$ cat config.mk
export PLATFORM = sky130hd
export DESIGN_NAME = i2c_txrx_buf_flat
export DESIGN_NICKNAME = d
export VERILOG_FILES = /design/src/rtl/i2c_txrx_buf_pkg.sv /design/src/rtl/i2c_txrx_buf_if.sv /design/src/rtl/i2c_txrx_buf_fifo.sv /design/src/rtl/i2c_txrx_buf.sv /design/src/flat_wrapper.sv
export SDC_FILE = /design/constraint.sdc
export NUM_CORES = 1
export LEC_CHECK = 0
export ABC_CLOCK_PERIOD_IN_PS = 7310
export CAP_MARGIN = 40
export CORE_UTILIZATION = 43
export CTS_CLUSTER_DIAMETER = 150
export DETAILED_ROUTE_END_ITERATION = 12
export HOLD_SLACK_MARGIN = 0.08
export PLACE_DENSITY = 0.66
export SYNTH_ARGS = -nofsm -noshare
export SYNTH_HDL_FRONTEND = slang
export SYNTH_SLANG_ARGS = --single-unit
$ cat constraint.sdc
create_clock -name clk -period 7.31 [get_ports clk]
set_clock_uncertainty 0.1 [all_clocks]
set_input_delay 1.462 -clock clk [delete_from_list [all_inputs] [get_ports clk]]
set_output_delay 1.462 -clock clk [all_outputs]
set_load 0.1 [all_outputs]
$ cat src/rtl/i2c_txrx_buf_pkg.sv
// Shared constants for the I2C TX/RX data buffer: interrupt vector bit
// positions and the control-flag positions in a TX entry.
package i2c_buf_pkg;

    localparam int IRQ_W       = 6;
    localparam int IRQ_TX_OVF  = 0;
    localparam int IRQ_TX_UNF  = 1;
    localparam int IRQ_RX_OVF  = 2;
    localparam int IRQ_RX_UNF  = 3;
    localparam int IRQ_TX_LOW  = 4;
    localparam int IRQ_RX_HIGH = 5;

    // TX entries carry the data byte in [7:0]; the controller FSM reads
    // these flags to decide whether to issue a repeated start or a stop.
    localparam int TXF_STA = 8;
    localparam int TXF_STO = 9;

    typedef logic [IRQ_W-1:0] irq_vec_t;

endpackage

$ cat src/rtl/i2c_txrx_buf_if.sv
// Bus bundle between the register block / controller FSM (master side)
// and the TX/RX buffer (slave side).
interface i2c_txrx_buf_if #(
    parameter int TX_DW = 10,
    parameter int RX_DW = 8,
    parameter int DEPTH = 16
);
    localparam int AW = $clog2(DEPTH);

    logic             tx_flush;
    logic             rx_flush;
    logic             tx_wr;
    logic [TX_DW-1:0] tx_din;
    logic             tx_full;
    logic             tx_rd;
    logic [TX_DW-1:0] tx_dout;
    logic             tx_empty;
    logic [AW:0]      tx_ocy;
    logic             rx_wr;
    logic [RX_DW-1:0] rx_din;
    logic             rx_full;
    logic             rx_rd;
    logic [RX_DW-1:0] rx_dout;
    logic             rx_empty;
    logic [AW:0]      rx_ocy;
    logic [AW:0]      tx_thr;
    logic [AW:0]      rx_thr;
    logic [5:0]       irq_en;
    logic [5:0]       irq_clr;
    logic [5:0]       irq_sts;
    logic             irq;

    modport master (
        output tx_flush, rx_flush, tx_wr, tx_din, tx_rd, rx_wr, rx_din, rx_rd,
               tx_thr, rx_thr, irq_en, irq_clr,
        input  tx_full, tx_dout, tx_empty, tx_ocy, rx_full, rx_dout, rx_empty,
               rx_ocy, irq_sts, irq
    );

    modport slave (
        input  tx_flush, rx_flush, tx_wr, tx_din, tx_rd, rx_wr, rx_din, rx_rd,
               tx_thr, rx_thr, irq_en, irq_clr,
        output tx_full, tx_dout, tx_empty, tx_ocy, rx_full, rx_dout, rx_empty,
               rx_ocy, irq_sts, irq
    );

endinterface

$ cat src/rtl/i2c_txrx_buf_fifo.sv
// Single synchronous FIFO for the I2C buffer: flop storage, wrapping
// pointers, separate occupancy counter, registered full/empty and one-cycle
// event pulses (overflow, underflow, watermark crossing).
// HIGH_MARK selects the watermark flavour: 0 = falling through thr (TX low),
// 1 = rising to thr with thr==0 disabling it (RX high).
// Build option: define I2C_BUF_FWFT_EN for first-word-fall-through read data.
module i2c_buf_fifo #(
    parameter int DW        = 8,
    parameter int DEPTH     = 16,
    parameter bit HIGH_MARK = 1'b0,
    localparam int AW       = $clog2(DEPTH)
) (
    input  logic          clk,
    input  logic          rstn,
    input  logic          flush,
    input  logic          wr,
    input  logic [DW-1:0] din,
    input  logic          rd,
    input  logic [AW:0]   thr,
    output logic [DW-1:0] dout,
    output logic          full,
    output logic          empty,
    output logic [AW:0]   ocy,
    output logic          ovf,
    output logic          unf,
    output logic          thr_evt
);
    localparam logic [AW:0] FULL_CNT = (AW+1)'(DEPTH);

    logic [DW-1:0] mem [DEPTH];
    logic [AW-1:0] wr_ptr;
    logic [AW-1:0] rd_ptr;
    logic [AW:0]   ocy_q;
    logic [AW:0]   ocy_nxt;
    logic          full_q;
    logic          empty_q;
    logic          push_ok;
    logic          pop_ok;

    // A pop needs data already stored; a push into a full FIFO is only
    // allowed when that same cycle's pop frees the slot.
    assign pop_ok  = rd && !empty_q;
    assign push_ok = wr && (!full_q || pop_ok);

    // Next occupancy: a simultaneous push and pop leaves it unchanged.
    always_comb begin
        ocy_nxt = ocy_q;
        if (push_ok && !pop_ok) begin
            ocy_nxt = ocy_q + 1'b1;
        end else if (pop_ok && !push_ok) begin
            ocy_nxt = ocy_q - 1'b1;
        end
    end

    // Pointers, occupancy and registered flags; flush overrides any access.
    always_ff @(posedge clk or negedge rstn) begin
        if (!rstn) begin
            wr_ptr  <= '0;
            rd_ptr  <= '0;
            ocy_q   <= '0;
            full_q  <= 1'b0;
            empty_q <= 1'b1;
        end else if (flush) begin
            wr_ptr  <= '0;
            rd_ptr  <= '0;
            ocy_q   <= '0;
            full_q  <= 1'b0;
            empty_q <= 1'b1;
        end else begin
            if (push_ok) wr_ptr <= wr_ptr + 1'b1;
            if (pop_ok)  rd_ptr <= rd_ptr + 1'b1;
            ocy_q   <= ocy_nxt;
            full_q  <= (ocy_nxt == FULL_CNT);
            empty_q <= (ocy_nxt == '0);
        end
    end

    // Storage write; contents need no reset since occupancy guards reads.
    always_ff @(posedge clk) begin
        if (push_ok && !flush) mem[wr_ptr] <= din;
    end

`ifdef I2C_BUF_FWFT_EN
    assign dout = empty_q ? '0 : mem[rd_ptr];
`else
    logic [DW-1:0] dout_q;

    // Registered read: the head is captured on the accepted-pop edge.
    always_ff @(posedge clk or negedge rstn) begin
        if (!rstn) begin
            dout_q <= '0;
        end else if (pop_ok && !flush) begin
            dout_q <= mem[rd_ptr];
        end
    end

    assign dout = dout_q;
`endif

    assign full  = full_q;
    assign empty = empty_q;
    assign ocy   = ocy_q;

    // Event pulses are suppressed by flush so a flush never raises status.
    assign ovf = !flush && wr && !push_ok;
    assign unf = !flush && rd && !pop_ok;
    assign thr_evt = !flush && (HIGH_MARK ? ((thr != '0) && (ocy_q < thr) && (ocy_nxt >= thr))
                                          : ((ocy_q > thr) && (ocy_nxt <= thr)));

endmodule

$ cat src/rtl/i2c_txrx_buf.sv
// Top of the I2C TX/RX data buffer: one TX and one RX FIFO plus the sticky
// interrupt status register, write-1-to-clear and enable masking.
// Build option: define I2C_BUF_FWFT_EN for first-word-fall-through read data.
module i2c_txrx_buf
    import i2c_buf_pkg::*;
#(
    parameter int TX_DW = 10,
    parameter int RX_DW = 8,
    parameter int DEPTH = 16
) (
    input logic          clk,
    input logic          rstn,
    i2c_txrx_buf_if.slave bus
);
    logic     tx_ovf, tx_unf, tx_low;
    logic     rx_ovf, rx_unf, rx_high;
    irq_vec_t set_vec;
    irq_vec_t sts_q;

    i2c_buf_fifo #(.DW(TX_DW), .DEPTH(DEPTH), .HIGH_MARK(1'b0)) u_tx_fifo (
        .clk     (clk),
        .rstn    (rstn),
        .flush   (bus.tx_flush),
        .wr      (bus.tx_wr),
        .din     (bus.tx_din),
        .rd      (bus.tx_rd),
        .thr     (bus.tx_thr),
        .dout    (bus.tx_dout),
        .full    (bus.tx_full),
        .empty   (bus.tx_empty),
        .ocy     (bus.tx_ocy),
        .ovf     (tx_ovf),
        .unf     (tx_unf),
        .thr_evt (tx_low)
    );

    i2c_buf_fifo #(.DW(RX_DW), .DEPTH(DEPTH), .HIGH_MARK(1'b1)) u_rx_fifo (
        .clk     (clk),
        .rstn    (rstn),
        .flush   (bus.rx_flush),
        .wr      (bus.rx_wr),
        .din     (bus.rx_din),
        .rd      (bus.rx_rd),
        .thr     (bus.rx_thr),
        .dout    (bus.rx_dout),
        .full    (bus.rx_full),
        .empty   (bus.rx_empty),
        .ocy     (bus.rx_ocy),
        .ovf     (rx_ovf),
        .unf     (rx_unf),
        .thr_evt (rx_high)
    );

    // Gather the FIFO event pulses into interrupt bit positions.
    always_comb begin
        set_vec              = '0;
        set_vec[IRQ_TX_OVF]  = tx_ovf;
        set_vec[IRQ_TX_UNF]  = tx_unf;
        set_vec[IRQ_RX_OVF]  = rx_ovf;
        set_vec[IRQ_RX_UNF]  = rx_unf;
        set_vec[IRQ_TX_LOW]  = tx_low;
        set_vec[IRQ_RX_HIGH] = rx_high;
    end

    // Sticky status: a new event in the clearing cycle keeps the bit set.
    always_ff @(posedge clk or negedge rstn) begin
        if (!rstn) begin
            sts_q <= '0;
        end else begin
            sts_q <= (sts_q & ~bus.irq_clr) | set_vec;
        end
    end

    assign bus.irq_sts = sts_q;
    assign bus.irq     = |(sts_q & bus.irq_en);

endmodule

$ cat src/flat_wrapper.sv
// flat-port wrapper written by rule: the top's interface ports become plain ports
module i2c_txrx_buf_flat import i2c_buf_pkg::*;
#(
    parameter int TX_DW = 10,
    parameter int RX_DW = 8,
    parameter int DEPTH = 16
)
  (clk, rstn, bus_tx_flush, bus_rx_flush, bus_tx_wr, bus_tx_din, bus_tx_rd, bus_rx_wr, bus_rx_din, bus_rx_rd, bus_tx_thr, bus_rx_thr, bus_irq_en, bus_irq_clr, bus_tx_full, bus_tx_dout, bus_tx_empty, bus_tx_ocy, bus_rx_full, bus_rx_dout, bus_rx_empty, bus_rx_ocy, bus_irq_sts, bus_irq);
  i2c_txrx_buf_if #(.TX_DW(TX_DW), .RX_DW(RX_DW), .DEPTH(DEPTH)) bus_i ();
  input logic clk;
  input logic rstn;
  input wire logic [$bits(bus_i.tx_flush)-1:0] bus_tx_flush;
  input wire logic [$bits(bus_i.rx_flush)-1:0] bus_rx_flush;
  input wire logic [$bits(bus_i.tx_wr)-1:0] bus_tx_wr;
  input wire logic [$bits(bus_i.tx_din)-1:0] bus_tx_din;
  input wire logic [$bits(bus_i.tx_rd)-1:0] bus_tx_rd;
  input wire logic [$bits(bus_i.rx_wr)-1:0] bus_rx_wr;
  input wire logic [$bits(bus_i.rx_din)-1:0] bus_rx_din;
  input wire logic [$bits(bus_i.rx_rd)-1:0] bus_rx_rd;
  input wire logic [$bits(bus_i.tx_thr)-1:0] bus_tx_thr;
  input wire logic [$bits(bus_i.rx_thr)-1:0] bus_rx_thr;
  input wire logic [$bits(bus_i.irq_en)-1:0] bus_irq_en;
  input wire logic [$bits(bus_i.irq_clr)-1:0] bus_irq_clr;
  output wire logic [$bits(bus_i.tx_full)-1:0] bus_tx_full;
  output wire logic [$bits(bus_i.tx_dout)-1:0] bus_tx_dout;
  output wire logic [$bits(bus_i.tx_empty)-1:0] bus_tx_empty;
  output wire logic [$bits(bus_i.tx_ocy)-1:0] bus_tx_ocy;
  output wire logic [$bits(bus_i.rx_full)-1:0] bus_rx_full;
  output wire logic [$bits(bus_i.rx_dout)-1:0] bus_rx_dout;
  output wire logic [$bits(bus_i.rx_empty)-1:0] bus_rx_empty;
  output wire logic [$bits(bus_i.rx_ocy)-1:0] bus_rx_ocy;
  output wire logic [$bits(bus_i.irq_sts)-1:0] bus_irq_sts;
  output wire logic [$bits(bus_i.irq)-1:0] bus_irq;
  assign bus_i.tx_flush = bus_tx_flush;
  assign bus_i.rx_flush = bus_rx_flush;
  assign bus_i.tx_wr = bus_tx_wr;
  assign bus_i.tx_din = bus_tx_din;
  assign bus_i.tx_rd = bus_tx_rd;
  assign bus_i.rx_wr = bus_rx_wr;
  assign bus_i.rx_din = bus_rx_din;
  assign bus_i.rx_rd = bus_rx_rd;
  assign bus_i.tx_thr = bus_tx_thr;
  assign bus_i.rx_thr = bus_rx_thr;
  assign bus_i.irq_en = bus_irq_en;
  assign bus_i.irq_clr = bus_irq_clr;
  assign bus_tx_full = bus_i.tx_full;
  assign bus_tx_dout = bus_i.tx_dout;
  assign bus_tx_empty = bus_i.tx_empty;
  assign bus_tx_ocy = bus_i.tx_ocy;
  assign bus_rx_full = bus_i.rx_full;
  assign bus_rx_dout = bus_i.rx_dout;
  assign bus_rx_empty = bus_i.rx_empty;
  assign bus_rx_ocy = bus_i.rx_ocy;
  assign bus_irq_sts = bus_i.irq_sts;
  assign bus_irq = bus_i.irq;
  i2c_txrx_buf #(.TX_DW(TX_DW), .RX_DW(RX_DW), .DEPTH(DEPTH)) u_core (.clk(clk), .rstn(rstn), .bus(bus_i));
endmodule
## After elaboration in Yosys (flattened, before gate mapping)

Memories as Yosys holds them, arrays and structs flattened. A register that Yosys moved wholly into a read port is not among the register bits.
Index checks and enable logic that the tools add are counted.
W data, S select, Z words.

- $add $sub $neg: 8
- $lt $le $gt $ge: 4
- Equality and inequality tests: 2
- Mux-type cells: 22
- Bitwise logic cells: 4
- Reduce and logical (&&, ||, !) cells: 47

Operators by type and width:

| kind | count |
|---|---|
| $mux W4 | 8 |
| $mux W5 | 6 |
| $logic_and A1 B1 Y1 | 25 |
| $add A4 B1 Y4 const B | 4 |
| $and A6 B6 Y6 | 2 |
| $logic_not A1 Y1 | 12 |
| $add A5 B1 Y5 const B | 2 |
| $eq A5 B5 Y1 const B | 2 |
| $logic_not A5 Y1 | 2 |
| $sub A5 B1 Y5 const B | 2 |
| $mux W1 | 8 |
| $reduce_bool A2 Y1 | 4 |
| $not A6 Y6 | 1 |
| $or A6 B6 Y6 | 1 |
| $reduce_or A6 Y1 | 1 |
| $ge A5 B5 Y1 | 1 |
| $gt A5 B5 Y1 | 1 |
| $le A5 B5 Y1 | 1 |
| $lt A5 B5 Y1 | 1 |
| $reduce_bool A5 Y1 | 1 |
| $logic_or A1 B1 Y1 | 2 |

- Bits in registers: 36
- Memory bits (writable): 288
- Input port bits: 48
- Output and inout bits: 39
- Memories kept: 2

Memories:

| memory | words | width | read ports | clocked after memory_dff | write ports | RTL line | text |
|---|---|---|---|---|---|---|---|
| u_core.u_tx_fifo.mem | 16 | 10 | 1 | 1 | 1 | i2c_txrx_buf_fifo.sv:30 | `logic [DW-1:0] mem [DEPTH];` |
| u_core.u_rx_fifo.mem | 16 | 8 | 1 | 1 | 1 | i2c_txrx_buf_fifo.sv:30 |  |

## Longest topological paths before layout

Gate-level depths: netlist (run 1).

- Depth after elaboration: 12
- Depth in mapped cells: 13
- Gate-level depth less buffers: 12

## Hierarchy

From an unflattened synthesis (run 1), not the netlist that was laid out.

- Cell total of the unflattened synthesis: 795
- Area, all modules: 14156.1 um2

Modules (own cells, without submodules):

| module | times used | cells an instance | area an instance (um2) | sequential area each (um2) |
|---|---|---|---|---|
| i2c_buf_fifo (u_core.u_tx_fifo) | 1 | 416 | 7577.3 | 5431.5 |
| i2c_buf_fifo (u_core.u_rx_fifo) | 1 | 357 | 6331.1 | 4420.5 |
| i2c_txrx_buf | 1 | 22 | 247.7 | 150.1 |

## Least setup slack after synthesis (run 1)

Ideal clock, no wire load.

- Kind: input port to output port
- Start point: input bus_irq_en[2]
- End point: output bus_irq
- Arrival: 2.401 ns
- Data required time: 5.748 ns
- Slack: 3.347 ns
- Stages: 2
- Cells stage by stage: a22oi_1 nand3_1

- Longest elaborated chain between the ends: 2

RTL lines:

| item | RTL line | text |
|---|---|---|
| start, declared | flat_wrapper.sv:22 | `input wire logic [$bits(bus_i.irq_en)-1:0] bus_irq_en;` |
| $and A6 B6 Y6 | i2c_txrx_buf.sv:75 | `assign bus.irq = \|(sts_q & bus.irq_en);` |
| $reduce_or A6 Y1 | i2c_txrx_buf.sv:75 |  |
| end, declared | flat_wrapper.sv:33 | `output wire logic [$bits(bus_i.irq)-1:0] bus_irq;` |

No other way between the ends.

## Final worst setup path (run 1)

Ends and elaborated chain as after synthesis.

==> results of run 1 <==
==> routing by layer <==
layer  vias to the layer above  part of all wire  wire length, um
met2                       207              0.49            14200
met3                        38             0.044             1250
li1                       3425                 -                -
met4                         0             0.015              434
met5                         -                 0                0
met1                      3942              0.45            12900
==> state kept, by name, summed over array words and instances (netlist names) <==
| register | count |
|---|---|
| u_core.u_tx_fifo.rd_ptr | 4 |
| u_core.u_rx_fifo.ocy | 5 |
| u_core.u_tx_fifo.full | 1 |
| u_core.u_rx_fifo.empty | 1 |
| u_core.u_tx_fifo.empty | 1 |
| u_core.u_rx_fifo.mem | 128 |
| u_core.u_tx_fifo.dout | 10 |
| u_core.u_rx_fifo.dout | 8 |
| u_core.u_tx_fifo.ocy | 5 |
| u_core.u_rx_fifo.wr_ptr | 4 |
| u_core.bus.irq_sts | 6 |
| u_core.u_tx_fifo.wr_ptr | 4 |
| u_core.u_rx_fifo.rd_ptr | 4 |
| u_core.u_rx_fifo.full | 1 |
| u_core.u_tx_fifo.mem | 160 |
==> area by class of cell <==
cell class	count	area, um^2
Clock inverter	16	115
Tap cell	435	544
Sequential cell	342	10000
Timing Repair Buffer	154	1790
Multi-Input combinational cell	385	3850
Clock buffer	49	990
Inverter	28	105
Fill cell	2455	14600
==> layout by cell type (no fill, tap or decap), drive strengths merged, types with 3 or more instances in the layout <==
master         synthesis  final
clkinv                 1     14
inv                   27     28
o21ai                 10     10
o221ai                20     20
nor4b                  4      4
nand2                 49     49
or3                    4      4
buf                   20     69
a32o                   4      4
nor3                   6      6
nand3                  5      5
mux4                  72     72
nand2b                 6      6
a21oi                 10     10
nor2                  58     58
clkbuf                14     49
edfxtp               288    288
ha                    33     33
mux2i                 36     36
xor2                  11     11
a21boi                 3      3
dfrtp                 52     52
o21a                   3      3
and2                   6      6
nand4                  4      4
clkdlybuf4s50          0     85
a22oi                  4      4
nor2b                  4      4
xnor2                  9      9
==> worst min-delay path by stage <==
stage	startpoint	endpoint	slack, ns	depth (start not counted)
after CTS	u_core.u_rx_fifo.dout[4]$_DFFE_PN0P_	u_core.u_rx_fifo.dout[4]$_DFFE_PN0P_	0.39	2
final	u_core.u_rx_fifo.dout[7]$_DFFE_PN0P_	u_core.u_rx_fifo.dout[7]$_DFFE_PN0P_	0.39	2
after detailed placement	u_core.u_rx_fifo.dout[1]$_DFFE_PN0P_	u_core.u_rx_fifo.dout[1]$_DFFE_PN0P_	0.37	2
after floorplan	u_core.u_rx_fifo.rd_ptr[3]$_DFFE_PN0P_	u_core.u_rx_fifo.rd_ptr[3]$_DFFE_PN0P_	0.42	2
after global placement	u_core.u_rx_fifo.dout[1]$_DFFE_PN0P_	u_core.u_rx_fifo.dout[1]$_DFFE_PN0P_	0.37	2
after global routing	u_core.u_rx_fifo.dout[0]$_DFFE_PN0P_	u_core.u_rx_fifo.dout[0]$_DFFE_PN0P_	0.41	2
==> power by group through the flow <==
stage	Clock (mW)	Combinational [mW]	Sequential (mW)
finish	1.71	1.39	2.27
global route	1.81	1.46	2.29
CTS	1.74	1.41	2.27
detailed placement	0	1.40	2.31
global placement	0	1.11	2.32
floorplan	0	0.377	2.76
==> synth_stat cells (9+ instances only) <==
| master | instances |
|---|---|
| o221ai_1 | 20 |
| xnor2_1 | 9 |
| ha_1 | 33 |
| inv_1 | 27 |
| nor2_1 | 56 |
| nand2_1 | 49 |
| mux4_2 | 72 |
| edfxtp_1 | 288 |
| clkbuf_1 | 14 |
| o21ai_0 | 10 |
| buf_2 | 11 |
| mux2i_1 | 36 |
| dfrtp_1 | 52 |
| xor2_1 | 10 |
| a21oi_1 | 9 |
==> logic make-up (layout without fill, tap and decap cells) <==
| group | count (synthesis) | after routing | share of synthesized area |
|---|---|---|---|
| flops | 342 | 342 | 0.709 |
| simple gates | 154 | 154 | 0.0524 |
| mux | 108 | 108 | 0.140 |
| compound gates | 70 | 70 | 0.0381 |
| buf+inv | 62 | 247 | 0.0183 |
| fa+ha+maj | 33 | 33 | 0.0293 |
| xor+xnor | 20 | 20 | 0.0129 |
==> per-stage QoR <==
step	util	area, um^2	worst slack, ns	cells
floorplan	-	14100	3.35	789
detailed placement	0.510	16300	2.90	1344
CTS	0.544	17400	2.90	1409
global placement	0.483	15400	2.54	1286
global route	0.544	17400	2.86	1409
finish	0.544	17400	2.92	1409
==> critical path: cells and delay by family <==
| family | cells | cell delay (ns) |
|---|---|---|
| AOI/OAI and AO/OA | 1 | 0.22 |
| buffers and inverters | 3 | 1.05 |
| and+or+nand+nor | 1 | 0.10 |
==> results by group, run 1 <==
Outcome
  • Outcome: complete, no violations

Route
  • Count of TritonRoute iterations in the first routing pass: 5
  • DRC errors left: 0
  • Routed WL per cell: 20.4 um
  • Ratio of routed vias to standard cells: 5.40
  • Total wire length: 28800 um
  • Number of nets with antenna violations after detailed routing: 0
  • Number of DRC markers in iteration 0: 588
  • Vias: approximately 7600

Pwr
  • Fraction of power consumed by the clock network: 0.318
  • Net switching power of the design: 1.62 mW
  • Combinational fraction of design power: 0.259
  • Fraction of power spent switching nets: 0.302
  • Power per standard cell area: 309 nW/um^2
  • Static leakage: roughly 5.9 nW
  • Seq pwr share: 0.423
  • Cell Int Power: approximately 3.7 mW
  • Peak supply drop: 0.000435 V
  • Overall power consumption: 5.37 mW

Floorplanning
  • Count of pins on the block boundary: 87
  • Chip Width: about 180 um
  • Core Box Area: 32000 um^2
  • Initial cell density of the core: 0.442
  • Row count: 65
  • Die Ht: 183 um
  • Die footprint: 33600 um^2

Yosys
  • Fraction of synthesis flops using an asynchronous set or reset pin: 0.158
  • Cells taking the most area after synthesis: edfxtp_1 (61%), mux4_2 (11%), dfrtp_1 (9.2%), ha_1 (2.9%), mux2i_1 (2.6%)
  • Yosys warning total: 0
  • Sequential area share after synthesis: 0.709
  • Post-Syn Area per Cell: 17.9 um^2
  • Synth Instances: 789
  • Area of the mapped netlist: 14100 um^2
  • Top flip-flop cell by instance count after synthesis: edfxtp_1
  • Netlist cell types: 61
  • Number of synthesized register bits: 342
  • Number of enable-type register cells in the synthesized netlist: 288
  • Leading area contributor after synthesis: edfxtp_1
  • Top cell type's share of synthesized area: 0.613
  • Total nets after synthesis: 870

CTS
  • CTS HTree Levels: 2
  • Number of buffers added by the clock tree synthesis step: 36
  • Number of setup buffers added after CTS: 0
  • CTS Hold Bufs: 0
  • Post-CTS sizing: 0
  • Clock tree buffer depth: 3
  • Source-to-sink clock delay at the later pin of the worst-skew pair: ~0.52 ns
  • Post-CTS clock slew at the launch and capture registers of the worst setup and hold paths: 0.06 ns
  • CTS tree: built
  • Total number of clock tree sinks: 342
  • Clock root buffer: clkbuf_16

Hold path
  • Type of the tightest min-delay check: reg -> reg

STA
  • Worst hold slack: 0.392 ns
  • Post-layout minimum cycle time: around 4.4 ns
  • Final Hold Fails: 0
  • Unrepaired setup endpoints after global routing: no
  • Total negative slack: 0 ns
  • Slew Limit Fails: 0
  • Slew at the pin closest to its max-slew limit: 0.880 ns
  • Worst max-slew margin expressed relative to the limit: 0.411
  • Timing-limited maximum frequency: approximately 230 MHz
  • Count of final setup violators: 0
  • Fraction of the cycle the final worst path needs: 0.601

Placed design
  • Routability congestion estimate from global placement: 0.758
  • Detail Placement HPWL: 19200 um
  • Total of buffers placed on input and output ports: 86

Global routing
  • Overflow left after global routing: 0
  • Total track usage: 0.176
  • Met1 global-route usage: 0.247
  • First-pass GRT wire length: 44700 um
  • Number of global-route vias before repair: 7697
  • Antenna violations before repair: 0
  • Met3 layer usage reported by global route: 0.0258
  • Met2 GRT Util: 0.289
  • Pin count of the biggest net entering global routing: 55
  • Most utilized layer in the global route result: met2

Finish
  • Layout area overhead: 23.3%
  • ANT cells: 0
  • Proportion of layout cells with a drive suffix above 1: 0.217
  • Layout Nets: 1028

Critical path
  • Cell occurring most often along the worst timing path: clkdlybuf4s50_1
  • Endpoint class of the critical path: primary output
  • Critical path cell sequence: clkdlybuf4s50_1, a22oi_1, nand3_1, clkdlybuf4s50_1, buf_8
  • Master of the slowest instance on the critical path: clkdlybuf4s50_1
  • Reg-to-reg startpoint: u_core.u_rx_fifo.ocy[1]$_DFF_PN0_
  • Endpoint of the worst register-to-register path: u_core.bus.irq_sts[5]$_DFF_PN0_
  • Crit path max fanout: 1
  • Worst setup startpoint: bus_irq_en[2]
  • Largest stage delay on the critical path: 0.46 ns
  • Reg-to-reg slack, setup: around 4.6 ns
  • Startpoint Class: input pin
  • Crit path to: bus_irq
  • WS Path Type: in -> out
  • Req. time, crit path: roughly 5.8 ns
  • Depth of the worst register-to-register path: 10
  • Signal arrival time at the worst endpoint: between 2 and 3 ns

Job
  • Maxcap violations: 0
(Power assumes the default switching activity.)
==> run 2: changes to the inputs <==
ABC_CLOCK_PERIOD_IN_PS = 4100   (was 7310)
clock period = 4.1 ns   (was 7.31 ns; I/O delays follow)
==> results by group, run 2 (same netlist as run 1, synthesis figures left out) <==
Outcome
  • Outcome: complete, no violations

Critical path
  • Endpoint class of the critical path: flop
  • Req. time, crit path: 4.40 ns (-1.35 ns)
  • Reg-to-reg slack, setup: 1.32 ns (-3.23 ns)
  • Startpoint Class: input pin
  • Crit path max fanout: 12 (+11)
  • Signal arrival time at the worst endpoint: 3.52 ns (+0.69 ns)
  • WS Path Type: in -> reg

CTS
  • Number of setup buffers added after CTS: 0 (unchanged)
  • Total number of clock tree sinks: 342 (unchanged)
  • Post-CTS clock slew at the launch and capture registers of the worst setup and hold paths: 0.06 ns (about the same)
  • Clock tree buffer depth: 3 (unchanged)
  • CTS HTree Levels: 2 (unchanged)
  • Post-CTS sizing: 0 (unchanged)
  • Source-to-sink clock delay at the later pin of the worst-skew pair: 0.51 ns (about the same)
  • CTS tree: built
  • CTS Hold Bufs: 0 (unchanged)
  • Number of buffers added by the clock tree synthesis step: 37 (+2.8%)
  • Clock root buffer: clkbuf_16

STA
  • Timing-limited maximum frequency: 310 MHz
  • Slew at the pin closest to its max-slew limit: 0.787 ns (-0.0932 ns)
  • Post-layout minimum cycle time: 3.23 ns
  • Total negative slack: 0 ns (unchanged)
  • Final Hold Fails: 0 (unchanged)
  • Count of final setup violators: 0 (unchanged)
  • Slew Limit Fails: 0 (unchanged)
  • Worst max-slew margin expressed relative to the limit: 0.474 (+0.0623)
  • Unrepaired setup endpoints after global routing: no
  • Fraction of the cycle the final worst path needs: 0.787

Floorplanning
  • Die footprint: 33600 um^2 (unchanged)
  • Die Ht: 183 um (unchanged)
  • Chip Width: 183 um (unchanged)
  • Core Box Area: 32000 um^2 (unchanged)
  • Row count: 65 (unchanged)
  • Initial cell density of the core: 0.442 (unchanged)
  • Count of pins on the block boundary: 87 (unchanged)

Global routing
  • Total track usage: 0.177 (+0.000990)
  • Pin count of the biggest net entering global routing: 32 (-42%)
  • Overflow left after global routing: 0 (unchanged)
  • Antenna violations before repair: 0 (unchanged)
  • Number of global-route vias before repair: 7877 (+2.3%)
  • First-pass GRT wire length: 45000 um (+0.55%)

Pwr
  • Peak supply drop: 0.000622 V (+43%)
  • Power per standard cell area: 551 nW/um^2 (+78%)
  • Static leakage: 6.04 nW (+1.5%)

Finish
  • Layout Nets: 1044 (+1.6%)
  • Layout area overhead: 24.4%
  • Number of flip-flops under the largest register name: 160 (unchanged)
  • Highest-count cells in the layout ignoring fill and taps: edfxtp_1 (288), clkdlybuf4s50_1 (84), mux4_2 (72)
  • ANT cells: 0 (unchanged)
  • Final core utilization: 0.549 (+0.00482)
  • Number of filler cells placed in the layout: 2484 (+1.2%)
  • Most common library cell in the layout ignoring fill and taps: edfxtp_1
  • Register with the most flip-flops: u_core.u_tx_fifo.mem
  • Proportion of layout cells with a drive suffix above 1: 0.230 (+0.0134)

Route
  • Number of nets with antenna violations after detailed routing: 0 (unchanged)
  • Number of DRC markers in iteration 0: 600 (+2.0%)
  • Count of TritonRoute iterations in the first routing pass: 4 (-1)
  • DRC errors left: 0 (unchanged)
  • Ratio of routed vias to standard cells: 5.33 (-1.3%)
  • Total wire length: 28800 um (+0.12%)
  • Routed WL per cell: 20.2 um (-1.1%)
  • Vias: 7607 (-0.066%)

Hold path
  • Type of the tightest min-delay check: in -> async

Placed design
  • Routability congestion estimate from global placement: 0.771 (+1.7%)
  • Detail Placement HPWL: 18900 um (-1.5%)
  • Total of buffers placed on input and output ports: 86 (unchanged)

Job
  • Maxcap violations: 0 (unchanged)
## run 2: changes by cell type in the layout (fill, tap and decap cells not counted), moves of 2 or more
cell       before  now
buf_12          2    4
buf_16          7    4
buf_4          24   41
buf_6           2    0
buf_8          33   35
clkbuf_1        9   11
clkbuf_16      36   39
clkbuf_8        4    2
clkinv_2        6    3
## run 2: worst max-delay path, cell delays in order
cell and delay (ns):
clkdlybuf4s50_1 0.50, nor2b_2 0.44, nand2_1 0.18, nor4b_1 0.33, a41oi_1 0.10, xor2_1 0.35, inv_1 0.08, ha_1 0.27
o21ai_0 0.09, o21bai_1 0.11, a32o_1 0.23
## run 2: final cells by class
type / count / area, um^2 / area share
Tap cell: 435 / 544 / 0.0310
Clock inverter: 15 / 130 / 0.00741
Multi-Input combinational cell: 385 / 3850 / 0.220
Timing Repair Buffer: 169 / 1870 / 0.106
Inverter: 28 / 105 / 0.00599
Clock buffer: 52 / 1040 / 0.0595
Sequential cell: 342 / 10000 / 0.570
## run 2: metrics by stage
stage | area, um^2 | instances | worst slack [ns] | hold slack (ns) | power [mW]
4_1_cts | 17600 | 1426 | 0.935 | 0.112 | 9.76
5_1_grt | 17600 | 1426 | 0.773 | 0.126 | 10.0
6_report | 17600 | 1426 | 0.873 | 0.128 | 9.66
2_1_floorplan | 14100 | 789 | 0.953 | 0.420 | 5.59
3_3_place_gp | 15700 | 1316 | 0.515 | 0.371 | 6.12
3_5_place_dp | 16400 | 1359 | 0.403 | 0.378 | 6.55
## run 2: worst paths after layout
kind                                                      start                                   end  depth (start not counted)
max                                                   bus_rx_rd       u_core.bus.irq_sts[5]$_DFF_PN0_                         11
max in group asynchronous                                  rstn      u_core.u_tx_fifo.empty$_DFF_PN1_                          3
min                                                        rstn     u_core.u_rx_fifo.ocy[0]$_DFF_PN0_                          1
max reg2reg                   u_core.u_rx_fifo.ocy[1]$_DFF_PN0_       u_core.bus.irq_sts[5]$_DFF_PN0_                         10
min in group clk           u_core.u_rx_fifo.dout[7]$_DFFE_PN0P_  u_core.u_rx_fifo.dout[7]$_DFFE_PN0P_                          2
min reg2reg                u_core.u_rx_fifo.dout[7]$_DFFE_PN0P_  u_core.u_rx_fifo.dout[7]$_DFFE_PN0P_                          2
## run 2: routing by layer
metal  vias up  global-route usage  share of wire
met4         0              0.0460          0.016
li1       3454                   -              -
met5         -                   0              0
met2       203               0.287           0.49
met3        37              0.0322          0.048
met1      3913               0.246           0.45
## run 2: power breakdown
part | total (mW) | internal, mW | switching, mW
combinational | 2.39 | 0.948 | 1.44
sequential | 4.08 | 3.93 | 0.156
clock | 3.19 | 1.91 | 1.29
total | 9.66 | 6.78 | 2.88
==> run 3: changes to the inputs <==
ABC_CLOCK_PERIOD_IN_PS = 2800   (was 4100)
PLACE_DENSITY = 0.68   (was 0.66)
clock period = 2.8 ns   (was 4.1 ns; I/O delays follow)
==> results by group, run 3 (same netlist as run 1, synthesis figures left out) <==
Outcome
  • Outcome: complete, no violations

CTS
  • Post-CTS sizing: 0 (unchanged)
  • Post-CTS clock slew at the launch and capture registers of the worst setup and hold paths: 0.06 ns (about the same)
  • Clock tree buffer depth: 3 (unchanged)
  • Number of buffers added by the clock tree synthesis step: 36 (-2.7%)
  • CTS HTree Levels: 2 (unchanged)
  • Source-to-sink clock delay at the later pin of the worst-skew pair: 0.52 ns (about the same)
  • Clock root buffer: clkbuf_16
  • Total number of clock tree sinks: 342 (unchanged)
  • Number of setup buffers added after CTS: 0 (unchanged)
  • CTS tree: built

Floorplanning
  • Die footprint: 33600 um^2 (unchanged)
  • Core Box Area: 32000 um^2 (unchanged)
  • Die Ht: 183 um (unchanged)
  • Row count: 65 (unchanged)
  • Initial cell density of the core: 0.442 (unchanged)
  • Count of pins on the block boundary: 87 (unchanged)
  • Chip Width: 183 um (unchanged)

Route
  • DRC errors left: 0 (unchanged)
  • Total wire length: 27900 um (-3.2%)
  • Number of DRC markers in iteration 0: 498 (-17%)
  • Routed WL per cell: 19.8 um (-2.1%)
  • Number of nets with antenna violations after detailed routing: 0 (unchanged)
  • Count of TritonRoute iterations in the first routing pass: 4 (unchanged)
  • M1 wire length: 12400 um (-4.7%)
  • Met3 Routed Length: 1480 um (+7.6%)
  • Ratio of routed vias to standard cells: 5.29 (-0.77%)
  • Routed wl met2: 13600 um (-2.7%)
  • Vias: 7464 (-1.9%)
  • Highest metal layer with signal wires: met4

Finish
  • Final core utilization: 0.531 (-0.0179)
  • Layout area overhead: 20.3%
  • ANT cells: 0 (unchanged)
  • Proportion of layout cells with a drive suffix above 1: 0.261 (+0.0304)
  • Highest-count cells in the layout ignoring fill and taps: edfxtp_1 (288), buf_4 (102), mux4_2 (72)
  • Most common library cell in the layout ignoring fill and taps: edfxtp_1
  • Post-route cell area: 17000 um^2 (-3.3%)
  • Register with the most flip-flops: u_core.u_tx_fifo.mem
  • Number of flip-flops under the largest register name: 160 (unchanged)
  • Layout Nets: 1030 (-1.3%)
  • Non-filler cells, final: 1410 (-1.1%)

Placed design
  • Total of buffers placed on input and output ports: 86 (unchanged)
  • Detail Placement HPWL: 18400 um (-2.9%)
  • Worst slack at placement: -0.318 ns (-0.721 ns)
  • Routability congestion estimate from global placement: 0.826 (+7.1%)
  • Number of instances in the placed design: 1345 (-1.0%)
  • Placed cell area: 15900 um^2 (-3.1%)

Critical path
  • Critical path cell sequence: clkdlybuf4s50_1, nor2b_2, nor3_2, nand2b_1, xnor2_1, ha_1, nand2b_1, a21o_1, a211oi_1, o21bai_1, a32o_1
  • Req. time, crit path: 3.09 ns (-1.31 ns)
  • Cell occurring most often along the worst timing path: nand2b_1
  • Endpoint class of the critical path: flop
  • Largest stage delay on the critical path: 0.48 ns (-0.02 ns)
  • Signal arrival time at the worst endpoint: 2.88 ns (-0.64 ns)
  • Startpoint Class: input pin
  • WS Path Type: in -> reg
  • Crit path max fanout: 6 (-6)
  • Master of the slowest instance on the critical path: clkdlybuf4s50_1

STA
  • Timing-limited maximum frequency: 387 MHz
  • Slew at the pin closest to its max-slew limit: 0.747 ns (-0.0393 ns)
  • Worst max-slew margin expressed relative to the limit: 0.502 (+0.0281)
  • Fraction of the cycle the final worst path needs: 0.923
  • Count of final setup violators: 0 (unchanged)
  • Least setup slack across all paths after layout: 0.214 ns (-0.658 ns)
  • Slew Limit Fails: 0 (unchanged)
  • Final Hold Fails: 0 (unchanged)
  • Unrepaired setup endpoints after global routing: no
  • Post-layout minimum cycle time: 2.59 ns

Global routing
  • Number of global-route vias before repair: 7568 (-3.9%)
  • Overflow left after global routing: 0 (unchanged)
  • Antenna violations before repair: 0 (unchanged)
  • First-pass GRT wire length: 43600 um (-3.0%)
  • Total track usage: 0.173 (-0.00415)
  • Pin count of the biggest net entering global routing: 44 (+38%)

Pwr
  • Static leakage: 5.89 nW (-2.3%)
  • Peak supply drop: 0.000794 V (+28%)
  • Overall power consumption: 13.4 mW (+38%)
  • Power per standard cell area: 787 nW/um^2 (+43%)

Job
  • Maxcap violations: 0 (unchanged)

Hold path
  • Type of the tightest min-delay check: reg -> reg
-- run 3: area by class of cell --
class | count | area (um^2)
clock buffers | 45 | 955
clock inverters | 19 | 153
fillers | 2560 | 15000
inverters | 28 | 105
multi-input cells | 385 | 3850
flip-flops and latches | 342 | 10000
well taps | 435 | 544
repair buffers | 156 | 1360
-- run 3: where the power goes --
part	leakage [nW]	total, mW	internal (mW)	switching, mW
Combinational	2.06	2.94	0.919	2.02
Sequential	3.29	5.97	5.75	0.218
Clock	0.542	4.45	2.60	1.85
Total	5.89	13.4	9.27	4.09
-- run 3: layer usage --
metal  up-vias  global-route usage
met5         -                   0
met4         0              0.0420
met3        33              0.0310
met2       183               0.287
met1      3817               0.237
li1       3431                   -
-- run 3: metrics by stage --
step | hold slack, ns | TNS (ns)
after floorplan | 0.164 | -0.0205
after global placement | 0.371 | -0.381
after detailed placement | 0.375 | -0.742
after CTS | 0.390 | 0
after global routing | 0.419 | 0
final | 0.384 | 0
-- run 3: worst paths after layout --
check | slack (ns) | endpoint | from | depth (start not counted)
setup / recovery | 0.21 | u_core.bus.irq_sts[5]$_DFF_PN0_ | bus_rx_rd | 11
setup reg to reg | 0.25 | u_core.bus.irq_sts[5]$_DFF_PN0_ | u_core.u_rx_fifo.ocy[0]$_DFF_PN0_ | 10
min in group asynchronous | 0.56 | u_core.bus.irq_sts[5]$_DFF_PN0_ | rstn | 2
max in group asynchronous | 1.31 | u_core.u_tx_fifo.rd_ptr[1]$_DFFE_PN0P_ | rstn | 3
hold / removal | 0.38 | u_core.u_rx_fifo.dout[0]$_DFFE_PN0P_ | u_core.u_rx_fifo.dout[0]$_DFFE_PN0P_ | 2
hold reg to reg | 0.38 | u_core.u_rx_fifo.dout[0]$_DFFE_PN0P_ | u_core.u_rx_fifo.dout[0]$_DFFE_PN0P_ | 2
-- run 3: repair_timing --
item / CTS / global route
endpoints found under the hold margin: 29 / 0
hold buffers: 1 / 0
setup endpoints to repair: 0 / 0
-- run 3: critical path, delay by kind of cell --
family / cells / cell delay [ns]
buffers and inverters: 1 / 0.48
AOI/OAI and AO/OA: 4 / 0.74
adders and majority gates: 1 / 0.27
and+or+nand+nor: 4 / 0.63
xor gates and xnor gates: 1 / 0.22
